--- src/rtl/fetch_pc_ctrl.sv ---
// Owns the predicted PC and picks the fetch address from predPC, mispredict fall-through or ret address.
// pc_o is combinational; predPC/state/count update next edge; stall_i freezes them unless a mispredict redirects.
module fetch_pc_ctrl #(
    parameter logic [63:0] RESET_PC = 64'h0,
    parameter int unsigned CNT_W    = 32
) (
    input  logic             clk_i,
    input  logic             rst_n_i,
    input  logic             stall_i,
    input  logic [3:0]       icode_i,
    input  logic [63:0]      valC_i,
    input  logic [63:0]      valP_i,
    input  logic             instr_valid_i,
    input  logic             imem_error_i,
    input  logic [3:0]       M_icode_i,
    input  logic             M_cnd_i,
    input  logic [63:0]      M_valA_i,
    input  logic [3:0]       W_icode_i,
    input  logic [63:0]      W_valM_i,
    output logic [63:0]      pc_o,
    output logic [63:0]      pred_pc_o,
    output logic             bubble_o,
    output logic [2:0]       stat_o,
    output logic [1:0]       state_o,
    output logic [CNT_W-1:0] issue_cnt_o
);

    typedef enum logic [1:0] {
        ST_RUN      = 2'd0,
        ST_RET_WAIT = 2'd1,
        ST_STOP     = 2'd2
    } state_e;

    localparam logic [3:0] I_HALT = 4'h1;
    localparam logic [3:0] I_JXX  = 4'h7;
    localparam logic [3:0] I_CALL = 4'h8;
    localparam logic [3:0] I_RET  = 4'h9;

    localparam logic [2:0] S_AOK = 3'd1;
    localparam logic [2:0] S_HLT = 3'd2;
    localparam logic [2:0] S_ADR = 3'd3;
    localparam logic [2:0] S_INS = 3'd4;

    localparam logic [CNT_W-1:0] CNT_ONE = {{(CNT_W-1){1'b0}}, 1'b1};

    state_e           state_q;
    logic [63:0]      pred_pc_q;
    logic [CNT_W-1:0] issue_cnt_q;

    logic        mispredict;
    logic        retdone;
    logic        bubble;
    logic        advance;
    logic [63:0] f_pred;
    logic [2:0]  f_stat;
    state_e      f_next;

    assign mispredict = (M_icode_i == I_JXX) && !M_cnd_i;
    assign retdone    = (W_icode_i == I_RET);

    always_comb begin
        pc_o = pred_pc_q;
        if (mispredict) begin
            pc_o = M_valA_i;
        end else if (retdone) begin
            pc_o = W_valM_i;
        end
    end

    assign f_pred = ((icode_i == I_JXX) || (icode_i == I_CALL)) ? valC_i : valP_i;

    always_comb begin
        f_stat = S_AOK;
        if (imem_error_i) begin
            f_stat = S_ADR;
        end else if (!instr_valid_i) begin
            f_stat = S_INS;
        end else if (icode_i == I_HALT) begin
            f_stat = S_HLT;
        end
    end

    always_comb begin
        f_next = ST_RUN;
        if (f_stat != S_AOK) begin
            f_next = ST_STOP;
        end else if (icode_i == I_RET) begin
            f_next = ST_RET_WAIT;
        end
    end

    // A mispredict always clears the bubble, so it both redirects and counts even under stall.
    assign bubble  = ((state_q == ST_RET_WAIT) && !retdone && !mispredict) ||
                     ((state_q == ST_STOP) && !mispredict);
    assign advance = mispredict || (!bubble && !stall_i);

    always_ff @(posedge clk_i or negedge rst_n_i) begin
        if (!rst_n_i) begin
            pred_pc_q   <= RESET_PC;
            state_q     <= ST_RUN;
            issue_cnt_q <= '0;
        end else if (advance) begin
            pred_pc_q   <= f_pred;
            state_q     <= f_next;
            issue_cnt_q <= issue_cnt_q + CNT_ONE;
        end
    end

    assign pred_pc_o   = pred_pc_q;
    assign bubble_o    = bubble;
    assign stat_o      = bubble ? S_AOK : f_stat;
    assign state_o     = state_q;
    assign issue_cnt_o = issue_cnt_q;

endmodule
--- config.mk ---
export PLATFORM = sky130hd
export DESIGN_NAME = fetch_pc_ctrl
export DESIGN_NICKNAME = d
export VERILOG_FILES = /design/src/rtl/fetch_pc_ctrl.sv
export SDC_FILE = /design/constraint.sdc
export NUM_CORES = 1
export LEC_CHECK = 0
export CAP_MARGIN = 10
export CORE_AREA = 4 4 171 173
export DETAILED_ROUTE_END_ITERATION = 6
export DIE_AREA = 0 0 175 177
export MAX_ROUTING_LAYER = met4
export SYNTH_ARGS = -nofsm -noshare
export SYNTH_HDL_FRONTEND = slang
export SYNTH_SLANG_ARGS = --single-unit
--- constraint.sdc ---
create_clock -name clk_i -period 2 [get_ports clk_i]
set_input_delay 0.4 -clock clk_i [delete_from_list [all_inputs] [get_ports clk_i]]
set_output_delay 0.4 -clock clk_i [all_outputs]
set_load 0.02 [all_outputs]
==> impl_results.md <==
* Final worst-path cycle share at 108%
* Clk slew on worst S/H paths at roughly 0.070 ns
* GPL Wtd Cong at 0.899
* Grt ovf at 0
* Die height at approximately 180 microns
* CTS sink cnt at 98
* Worst setup margin at -0.159 ns
* Setup TNS at -4.07 ns
* Initial Utilization at 21.6%
* Total Routed Length at 32700 microns
* Worst EP arrival at between 1.5 and 2 ns
* Max VDD drop at 0.000414 V
* Total power divided by cell area at just under 1000 nW/um^2
* Synth unique cells at 38
* Relative slew margins at 69.5%
* Post-synth top cells: nand2_1, dfrtp_1, nor2_1, a31oi_1, mux2i_1
* Dominant synthesized flop cell: dfrtp_1
* Clk_lat worst skew at between 0.3 and 0.4 ns
* Switch share at 42.1%
* Clock power frac at 13.4%
* Cell taking the most area after synthesis: dfrtp_1
* CP startpoint: M_cnd_i
* Violated checks: setup timing
* Status: finished, violations left
* Die ar. at 31000 sq um
* Final Hold Fails at 0
* Synth-to-layout area growth at 124%
* Cells after synthesis at around 730
* Delay-heaviest family, CP: buffers and inverters
* FMAX at 0.463 GHz
* DRC at 0
* DIE WIDTH at around 180 microns
* Crit-path max cell delay at roughly 0.32 ns
* Drt first-iter violations at 323
* Post-synth EDFFs at 0
* Max H-tree Level at 3
* Core region area at 27600 sq um
* Hold path start: issue_cnt_o[31]
* Worst EP required at 1.60 ns
* Layout Skew at 0.00885 ns
* Share of layout cells above drive strength 1 at just under 30%
* Largest net degree at the start of global routing at a little over 60
* Critical Path Source Type: primary input
* Most frequent CP cell: buf_6
* Post-Layout Inst Area at 13400 sq um
* Tightest Pin Transition at 0.457 ns
* Vias in the first global route at roughly 7500
* Synth warn at 0
* Max Slew Vio Count at 0
* First-pass GRT wire length at approximately 46000 microns
* Floorplan row count at approximately 60
* HP Class: reg2reg
* RSZ-0062 raised after global routing: yes
* Fin Hold WS at 0.481 ns
* Slowest cell on the critical path: and4bb_2
* CP max FO at 7
* Critical path class: in2out
* Syn avg cell area at ~8.2 sq um
* Initial antenna violation count at 2
* Switching pwr at between 5 and 6 mW
* WL/cell at 19.9 microns
* Number of CTS-inserted buffers at 9
* Number of synthesized register bits at 98
* TritonCTS clock tree: built
* DP Area at 11900 sq um
* Place WS at -0.973 ns
* GRT Overall Usage at 20.0%
* Worst path bufs/invs at 6
* CP Cell Sequence: buf_6, and4bb_2, nand2_4, buf_12, buf_12, buf_8, buf_6, a31oi_4, buf_6
* Clock Path Buffers at 2
* Antenna-violating nets left at 0
* Ports at 440
* Vias at 7376
* Most common cell in the netlist: nand2_1
* Hpwl dp at between 20000 and 25000 microns
* Post-layout min period at 2.16 ns
* I/O Buffers at 439
* DR vias/cell at around 4.5
* Async SR Flop Fraction at between 90% and 100%
* MaxCap Viol Count at 0
* Sequential share of power at 25.8%
* Dominant cells by area after synthesis: dfrtp_1, nand2_1, mux2i_1
* Internal at 7.45 mW
* R2R Path Start: state_o[1]
* Static leakage at 6.12 nW
* Nets at 1530
* TritonRoute pass-1 iters at 4
* Crit path capture type: output port
* Final setup viols at 59
* Sequential-to-total area share from yosys stat at ~40%
* Syn Nets at 1004
* Combinational power share at 60.8%
* Top-area cell type share of the netlist area at 41.1%
* Mapped Area at 5970 sq um
* Root Driver: clkbuf_16
* PnR Total Power at around 13 mW
[state kept, by name, indices dropped and copies added, names as in the netlist]
signal and count:
state_o 2, pred_pc_o 64, issue_cnt_o 32
[final cells by class]
cell class              count  area, sq um
diodes                      1         2.50
clock buffers               9          225
clock inverters             7         60.1
fillers                  2587        14200
inverters                   2         7.51
multi-input cells         575         4340
flip-flops and latches     98         2450
well taps                 378          473
repair buffers            569         5840
[per-layer routing]
metal	up-vias	wire length, microns	share of wire (%)	global-route usage, %
met1	3460	13400	41	24.3
met4	0	1030	3.1	5.96
met2	286	16500	50	33.6
li1	3562	-	-	-
met3	68	1720	5.3	4.17
met5	-	0	0	-
[through the flow]
step                util, %  std cells
global placement       42.9       1581
floorplan                 -        729
global route           48.5       1639
finish                 48.5       1639
CTS                    46.5       1635
detailed placement     42.9       1581
[worst paths after layout]
| kind | to | slack, ns | depth (start not counted) |
|---|---|---|---|
| worst max-delay path | pc_o[50] | -0.16 | 9 |
| worst min register to register | issue_cnt_o[31] | 0.48 | 1 |
| min in group asynchronous | pred_pc_o[54] | 0.54 | 2 |
| max in group asynchronous | pred_pc_o[17] | 0.87 | 3 |
| worst max register to register | issue_cnt_o[16] | 0.18 | 7 |
| worst min-delay path | issue_cnt_o[31] | 0.48 | 1 |
[timing repair]
action                                 in CTS  in global routing
cloned                                      6                  0
setup buffers                              31                 12
gates resized for setup                   496                124
hold buffers                                1                  0
pin swaps                                  53                 53
setup endpoints to repair                 126                 70
endpoints found under the hold margin       2                  0
[power groups by stage]
stage,Sequential (mW),Clock [mW],Combinational (mW)
floorplan,3.99,0,2.62
global placement,3.33,0,7.35
detailed placement,3.37,0,7.36
CTS,3.34,1.79,7.39
global route,3.42,1.87,8.23
finish,3.33,1.73,7.82
[cells in the final DEF (no fill, tap or decap), drive strengths merged, types with 4 or more instances in the layout]
cell / n
xnor2: 17
nor3: 6
nor2b: 4
nor2: 80
xor2: 14
and2: 5
o21ai: 65
a31oi: 67
buf: 206
nand2: 208
clkdlybuf4s50: 360
dfrtp: 98
inv: 5
nand4: 13
and3: 5
mux2i: 64
and4: 6
clkbuf: 9
nand3: 5
[logic make-up (layout without fill, tap and decap cells)]
family	after synthesis	in the layout	share of synthesized area, %
multiplexers	64	64	10.7
AND/OR/NAND/NOR	341	341	25.2
XOR/XNOR	31	31	4.55
flip-flops	98	98	41.1
adder cells (fa/ha/maj)	1	1	0.209
other	0	1	0
AO/OA/AOI/OAI	138	138	13.8
buffers and inverters	56	587	4.40
Note: power is estimated with default switching activity, not from simulation.
